[src/rtl/pipe_stage_elastic.sv]
// rtl/pipe_stage_elastic.sv - elastic valid/ready pipeline register with optional skid entry
// Flush kills held entries and forces NOP_CTRL; bubble counter saturates.
module pipe_stage_elastic #(
  parameter int                 DATA_W   = 128,
  parameter int                 CTRL_W   = 16,
  parameter logic [CTRL_W-1:0]  NOP_CTRL = '0,
  parameter bit                 SKID_EN  = 1'b1,
  parameter int                 CNT_W    = 16
) (
  input  logic              clk,
  input  logic              rst_n,
  input  logic              flush,
  input  logic              in_valid,
  output logic              in_ready,
  input  logic [DATA_W-1:0] in_data,
  input  logic [CTRL_W-1:0] in_ctrl,
  output logic              out_valid,
  input  logic              out_ready,
  output logic [DATA_W-1:0] out_data,
  output logic [CTRL_W-1:0] out_ctrl,
  output logic [1:0]        occupancy,
  output logic [CNT_W-1:0]  bubble_cnt,
  input  logic              bubble_clr
);

  logic              live_q, live_d;
  logic              main_valid_q, main_valid_d;
  logic [DATA_W-1:0] main_data_q, main_data_d;
  logic [CTRL_W-1:0] main_ctrl_q, main_ctrl_d;
  logic              skid_valid_q, skid_valid_d;
  logic [DATA_W-1:0] skid_data_q, skid_data_d;
  logic [CTRL_W-1:0] skid_ctrl_q, skid_ctrl_d;
  logic [CNT_W-1:0]  bubble_cnt_q, bubble_cnt_d;
  logic              in_fire, out_fire;

  // live_q holds in_ready low until the first edge after reset release
  generate
    if (SKID_EN) begin : g_skid_ready
      assign in_ready = live_q & ~skid_valid_q;
    end else begin : g_reg_ready
      assign in_ready = live_q & (~main_valid_q | out_ready);
    end
  endgenerate

  assign in_fire    = in_valid & in_ready;
  assign out_fire   = main_valid_q & out_ready;
  assign out_valid  = main_valid_q;
  assign out_data   = main_data_q;
  assign out_ctrl   = main_valid_q ? main_ctrl_q : NOP_CTRL;
  assign occupancy  = {1'b0, main_valid_q} + {1'b0, skid_valid_q};
  assign bubble_cnt = bubble_cnt_q;

  always_comb begin
    live_d       = 1'b1;
    main_valid_d = main_valid_q;
    main_data_d  = main_data_q;
    main_ctrl_d  = main_ctrl_q;
    skid_valid_d = skid_valid_q;
    skid_data_d  = skid_data_q;
    skid_ctrl_d  = skid_ctrl_q;

    if (flush) begin
      // payload is left in place so the last pc stays visible for debug
      main_valid_d = 1'b0;
      skid_valid_d = 1'b0;
    end else begin
      if (out_fire) begin
        main_valid_d = skid_valid_q;
        skid_valid_d = 1'b0;
        if (skid_valid_q) begin
          main_data_d = skid_data_q;
          main_ctrl_d = skid_ctrl_q;
        end
      end
      if (in_fire) begin
        if (!main_valid_d) begin
          main_valid_d = 1'b1;
          main_data_d  = in_data;
          main_ctrl_d  = in_ctrl;
        end else if (SKID_EN) begin
          skid_valid_d = 1'b1;
          skid_data_d  = in_data;
          skid_ctrl_d  = in_ctrl;
        end
      end
    end
  end

  always_comb begin
    bubble_cnt_d = bubble_cnt_q;
    if (bubble_clr) begin
      bubble_cnt_d = '0;
    end else if (!main_valid_q && out_ready && !flush && (bubble_cnt_q != {CNT_W{1'b1}})) begin
      bubble_cnt_d = bubble_cnt_q + {{(CNT_W-1){1'b0}}, 1'b1};
    end
  end

  always_ff @(posedge clk or posedge rst_n) begin
    if (rst_n) begin
      live_q       <= 1'b0;
      main_valid_q <= 1'b0;
      main_data_q  <= '0;
      main_ctrl_q  <= NOP_CTRL;
      skid_valid_q <= 1'b0;
      skid_data_q  <= '0;
      skid_ctrl_q  <= NOP_CTRL;
      bubble_cnt_q <= '0;
    end else begin
      live_q       <= live_d;
      main_valid_q <= main_valid_d;
      main_data_q  <= main_data_d;
      main_ctrl_q  <= main_ctrl_d;
      skid_valid_q <= skid_valid_d;
      skid_data_q  <= skid_data_d;
      skid_ctrl_q  <= skid_ctrl_d;
      bubble_cnt_q <= bubble_cnt_d;
    end
  end

endmodule

[config.mk]
export PLATFORM = sky130hd
export DESIGN_NAME = pipe_stage_elastic
export DESIGN_NICKNAME = d
export VERILOG_FILES = /design/src/rtl/pipe_stage_elastic.sv
export SDC_FILE = /design/constraint.sdc
export NUM_CORES = 1
export LEC_CHECK = 0
export ABC_AREA = 1
export ABC_CLOCK_PERIOD_IN_PS = 11400
export CORE_MARGIN = 2
export CORE_UTILIZATION = 46
export CTS_CLUSTER_DIAMETER = 40
export CTS_CLUSTER_SIZE = 25
export DETAILED_ROUTE_END_ITERATION = 8
export PLACE_DENSITY_LB_ADDON = 0.25
export RECOVER_POWER = 25
export SYNTH_ARGS = -nofsm -noshare
export SYNTH_HDL_FRONTEND = slang
export SYNTH_SLANG_ARGS = --single-unit
[constraint.sdc]
create_clock -name clk -period 11.4 [get_ports clk]
set_input_delay 3.42 -clock clk [delete_from_list [all_inputs] [get_ports clk]]
set_output_delay 3.42 -clock clk [all_outputs]
set_load 0.005 [all_outputs]
==> flow_summary.json, run 1 <==
{
  "status": "finished, violations left",
  "violations": "max-capacitance violations, max-slew violations",
  "synth_most_common_cell": "nor2_1",
  "crit_arrival_ps": 7460,
  "globalplace.congestion": 0.8164,
  "syn2layout_area_growth_pct": 32.83,
  "grt_first_pass_wirelength_um": 62100,
  "synth_cell_types": 27,
  "synth_edf_count": 0,
  "clk_pin_slew_ps": 60,
  "wl_met2_um": 18040,
  "dp_hpwl_um": 23340,
  "synth_cells": 1768,
  "hold_end": "skid_data_q[24]",
  "antenna_found_initial": 0,
  "worstMarginPinSlew_ps": 3592,
  "yosys_most_used_dff": "dfrtp_1",
  "cts.sinks": 307,
  "synth_top_area_share_pct": 54.29,
  "synth_common_cells": "nor2_1, dfrtp_1, a21oi_1",
  "clock_path_buffers": 3,
  "met1_length_um": 17150,
  "rr_endpoint": "out_data[122]",
  "via_per_inst": 5.256,
  "synth.yosys.seq_area_share_pct": 54.29,
  "first_iter_violations": 913,
  "finalClockSkew_ps": 13.91,
  "synth_nets": 1920,
  "ys.warnings.count": 0,
  "synth_area_leaders": "dfrtp_1, a21oi_1, nor2_1, o21ai_0, nand2_1",
  "drtAntennaViolNets": 0,
  "cp-end-kind": "asynchronous set/reset pin",
  "rr_worst_depth": 8,
  "htree_levels": 2,
  "max_slew_margin_pct": -139.5,
  "min_path_type": "flop to flop",
  "grt_overflow": 0,
  "yosys.area.top_type": "dfrtp_1",
  "firstDrtPassIters": 7,
  "slew_viol_final": 107,
  "ir_worst_vdd_v": 0.0001140,
  "power.density_nw_per_um2": 175.8,
  "portBuffers": 313,
  "cp-start-kind": "primary input",
  "fillers": 2658,
  "hold_ws_ps": 486.3,
  "io_pins": 314,
  "hp-start": "skid_data_q[24]",
  "synth_area_per_cell_sq_um": 8.003,
  "netlist_area_sq_um": 14150,
  "grt_pass1_vias": 12330,
  "fp.dieH_um": 179.4,
  "post_cts_buffers": 0,
  "core_area_sq_um": 30430,
  "setup_violations": 0,
  "hold_violations": 0,
  "cp-startpoint": "rst_n",
  "ctsResizeCount": 0,
  "cts_tree": "yes",
  "synthArstFlopShare_pct": 100.0,
  "cp_max_fo": 66,
  "grt_setup_unrepaired": "false",
  "drc": 0,
  "report.power.total_mw": 3.305,
  "finalCritPeriodShare_pct": 67.21,
  "grt_max_degree": 289,
  "fp.dieW_um": 179.4,
  "routed_wl_um": 38700,
  "fmax_ghz": 0.1305,
  "rows": 64,
  "dieArea_sq_um": 32180,
  "cts_root_buffer": "clkbuf_16",
  "grtUsageTotal_pct": 23.74,
  "fin_crit_ps": 7662,
  "vias": 12820,
  "clk_latency_ps": 520,
  "ff2ff_setup_slack_ps": 7340,
  "nets": 2162,
  "start_util_pct": 46.50,
  "top_layer": "met4",
  "r2r_start": "out_valid",
  "critPathKind": "primary input to asynchronous set/reset pin",
  "drt-wirelength-per-cell_um": 15.87,
  "cp_data_required_time_ps": 11190,
  "hold_buffers": 0,
  "maxCapViolations": 2,
  "met3_length_um": 2567,
  "drive_gt1_share_pct": 4.606,
  "cts_buffers": 44,
  "synth_seq_cells": 307,
  "fin_setup_tns_ps": 0,
  "hold_depth": 2,
  "p_leak_nw": 9.040
}
## worst max-delay path, stage by stage
cell	delay, ps
dlygate4sd3_1	550
clkinvlp_2	820
clkbuf_1	2580
## routing by layer
metal	global-route usage, %	vias to the layer above
li1	-	6195
met1	32.47	6164
met2	38.33	385
met3	5.042	71
met4	6.888	0
met5	0	-
## layout make-up
type | instances | area (sq um) | area share, %
diodes | 1 | 2.502 | 0.01331
clock buffers | 52 | 1172 | 6.238
flip-flops and latches | 307 | 7682 | 40.87
inverters | 180 | 681.9 | 3.628
repair buffers | 325 | 3241 | 17.24
clock inverters | 25 | 306.5 | 1.631
well taps | 396 | 495.5 | 2.636
multi-input cells | 1152 | 5214 | 27.74
## per-stage QoR
stage | worst slack, ps | cell area (sq um) | std cells | util, %
2_1_floorplan | 3895 | 14150 | 1768 | -
3_3_place_gp | 4461 | 17340 | 2360 | 56.97
3_5_place_dp | 4409 | 17340 | 2360 | 56.97
4_1_cts | 4953 | 18810 | 2437 | 61.83
5_1_grt | 2882 | 18790 | 2437 | 61.76
6_report | 3738 | 18800 | 2438 | 61.77
## sequential cells by signal, summed over array words and instances, names as in the netlist
name and cells:
bubble_cnt 16, live_q 1, main_ctrl_q 16, out_data 128, out_valid 1, skid_ctrl_q 16
skid_data_q 128, skid_valid_q 1
## report_power, final
group | total (mW) | leakage, nW | internal, mW | switching (mW)
clock network | 1.36 | 0.707 | 0.856 | 0.509
registers | 1.40 | 3.86 | 1.28 | 0.118
logic | 0.540 | 4.47 | 0.290 | 0.250
total | 3.30 | 9.04 | 2.43 | 0.877
## logic make-up after synthesis
group	Yosys count	synth area share [%]
simple gates	562	15.61
compound gates	583	20.83
buf+inv	309	8.816
flops	307	54.29
fa+ha+maj	2	0.1768
other cells	1	0.02650
xor+xnor	4	0.2476
## cells in the final DEF (no fill, tap or decap), types with 4 or more instances in the layout
cell type	instances
nor2_1	309
nand3_1	12
nand4_1	14
clkbuf_1	7
buf_4	8
clkinv_2	6
a21oi_1	290
xor2_1	4
clkdlybuf4s50_1	234
nand2_1	218
bufinv_16	5
clkinvlp_4	7
o21ai_0	173
inv_1	177
dlygate4sd3_1	79
inv_6	4
o21ai_1	116
clkbuf_16	45
dfrtp_1	307
## worst max-delay path by stage
stage                                  to  slack (ps)  depth (start not counted)
after floorplan             bubble_cnt[0]        3900                          1
after global placement      out_data[100]        4460                          9
after detailed placement  main_ctrl_q[10]        4410                          9
after CTS                   out_data[122]        4950                          9
after global routing      skid_data_q[64]        2880                          3
final                     skid_data_q[64]        3740                          3
No activity file was read; power rests on OpenSTA's default activity.
==> inputs of run 2 (changes only) <==
--- a/config.mk
+++ b/config.mk
@@ -6,7 +6,7 @@
 export NUM_CORES = 1
 export LEC_CHECK = 0
 export ABC_AREA = 1
-export ABC_CLOCK_PERIOD_IN_PS = 11400
+export ABC_CLOCK_PERIOD_IN_PS = 6300
 export CORE_MARGIN = 2
 export CORE_UTILIZATION = 46
 export CTS_CLUSTER_DIAMETER = 40
==> constraint.sdc (replaced) <==
create_clock -name clk -period 6.3 [get_ports clk]
set_input_delay 1.89 -clock clk [delete_from_list [all_inputs] [get_ports clk]]
set_output_delay 1.89 -clock clk [all_outputs]
set_load 0.005 [all_outputs]
==> flow_summary.json, run 2 (synthesis gave the netlist of run 1 again) <==
{
  "status": "finished, violations left",
  "violations": "max-capacitance violations, max-slew violations",
  "cp-start-kind": "flop",
  "finalClockSkew_ps": 16.89,
  "p_leak_nw": 9.072,
  "start_util_pct": 46.50,
  "cp_data_required_time_ps": 4410,
  "hold_violations": 0,
  "grt_setup_unrepaired": "false",
  "ir_worst_vdd_v": 0.0001772,
  "hold_buffers": 0,
  "drc": 0,
  "cts_buffers": 43,
  "grt_pass1_vias": 12160,
  "core_area_sq_um": 30430,
  "firstDrtPassIters": 5,
  "fmax_ghz": 0.2354,
  "post_cts_buffers": 0,
  "maxCapViolations": 1,
  "hold_ws_ps": 487.5,
  "globalplace.congestion": 0.8168,
  "drtAntennaViolNets": 0,
  "final_cell_mix": "clkdlybuf4s50_1, nor2_1, dfrtp_1",
  "min_path_type": "flop to flop",
  "fp.dieH_um": 179.4,
  "drt-wirelength-per-cell_um": 15.61,
  "fin_crit_ps": 4248,
  "fillers": 2651,
  "via_per_inst": 5.210,
  "final_common_cell": "clkdlybuf4s50_1",
  "worstMarginPinSlew_ps": 2187,
  "fin_setup_tns_ps": 0,
  "cts_tree": "yes",
  "htree_levels": 2,
  "slew_viol_final": 161,
  "power.density_nw_per_um2": 318.4,
  "utilization_pct": 62.05,
  "cts_root_buffer": "clkbuf_16",
  "max_slew_margin_pct": -45.78,
  "finalCritPeriodShare_pct": 67.43,
  "grtUsageTotal_pct": 23.59,
  "grt_overflow": 0,
  "cp_max_fo": 20,
  "dieArea_sq_um": 32180,
  "vias": 12710,
  "diodes": 0,
  "dp_hpwl_um": 23280,
  "drive_gt1_share_pct": 4.843,
  "antenna_found_initial": 0,
  "cts.sinks": 307,
  "first_iter_violations": 971,
  "critPathKind": "flop to output port",
  "cp-end-kind": "output port",
  "grt_max_degree": 261,
  "rows": 64,
  "fp.dieW_um": 179.4,
  "syn2layout_area_growth_pct": 33.43,
  "nets": 2164,
  "crit_arrival_ps": 2360,
  "portBuffers": 313,
  "report.power.total_mw": 6.012,
  "grt_first_pass_wirelength_um": 61620,
  "io_pins": 314,
  "setup_violations": 0,
  "clock_path_buffers": 3,
  "routed_wl_um": 38090,
  "clk_pin_slew_ps": 60,
  "clk_latency_ps": 530,
  "ctsResizeCount": 0
}
-- run 2: stage by stage --
| stage | std cells | setup WS [ps] | cell area [sq um] |
|---|---|---|---|
| 2_1_floorplan | 1768 | 325.0 | 14150 |
| 3_3_place_gp | 2363 | 1487 | 17430 |
| 3_5_place_dp | 2363 | 1487 | 17430 |
| 4_1_cts | 2440 | 1999 | 18910 |
| 5_1_grt | 2440 | 1671 | 18880 |
| 6_report | 2440 | 2052 | 18880 |
-- run 2: routing by layer --
layer  vias up  GRT usage (%)  wire length, um
met4         0          6.788              909
met2       398          36.69            17550
met1      6044          33.66            16900
li1       6205              -                -
met3        65          4.789             2733
met5         -              0                0
-- run 2: final cells by class --
type	count	area, sq um	area share [%]
Clock buffer	51	1159	6.137
Timing Repair Buffer	328	3333	17.65
Tap cell	396	495.5	2.624
Inverter	180	681.9	3.612
Sequential cell	307	7682	40.69
Clock inverter	26	315.3	1.670
Multi-Input combinational cell	1152	5214	27.61
-- run 2: power breakdown --
part | switching [mW] | internal [mW] | total [mW]
registers | 0.213 | 2.32 | 2.53
logic | 0.454 | 0.569 | 1.02
clock network | 0.945 | 1.51 | 2.46
-- run 2: worst max-delay path: stages, from the launching register on --
cell             delay [ps]
dfrtp_1                 970
nand2_1                 220
inv_1                   120
clkdlybuf4s50_1         510
-- run 2: path summary, 6_finish.rpt --
path / from / endpoint / slack [ps] / cells after the start
min reg2reg: skid_data_q[16] / skid_data_q[16] / 490 / 2
max: out_valid / out_ctrl[15] / 2050 / 3
min in group asynchronous: rst_n / out_data[5] / 1710 / 2
min: skid_data_q[16] / skid_data_q[16] / 490 / 2
max reg2reg: out_valid / skid_data_q[26] / 2880 / 5
max in group asynchronous: rst_n / skid_data_q[52] / 2170 / 3
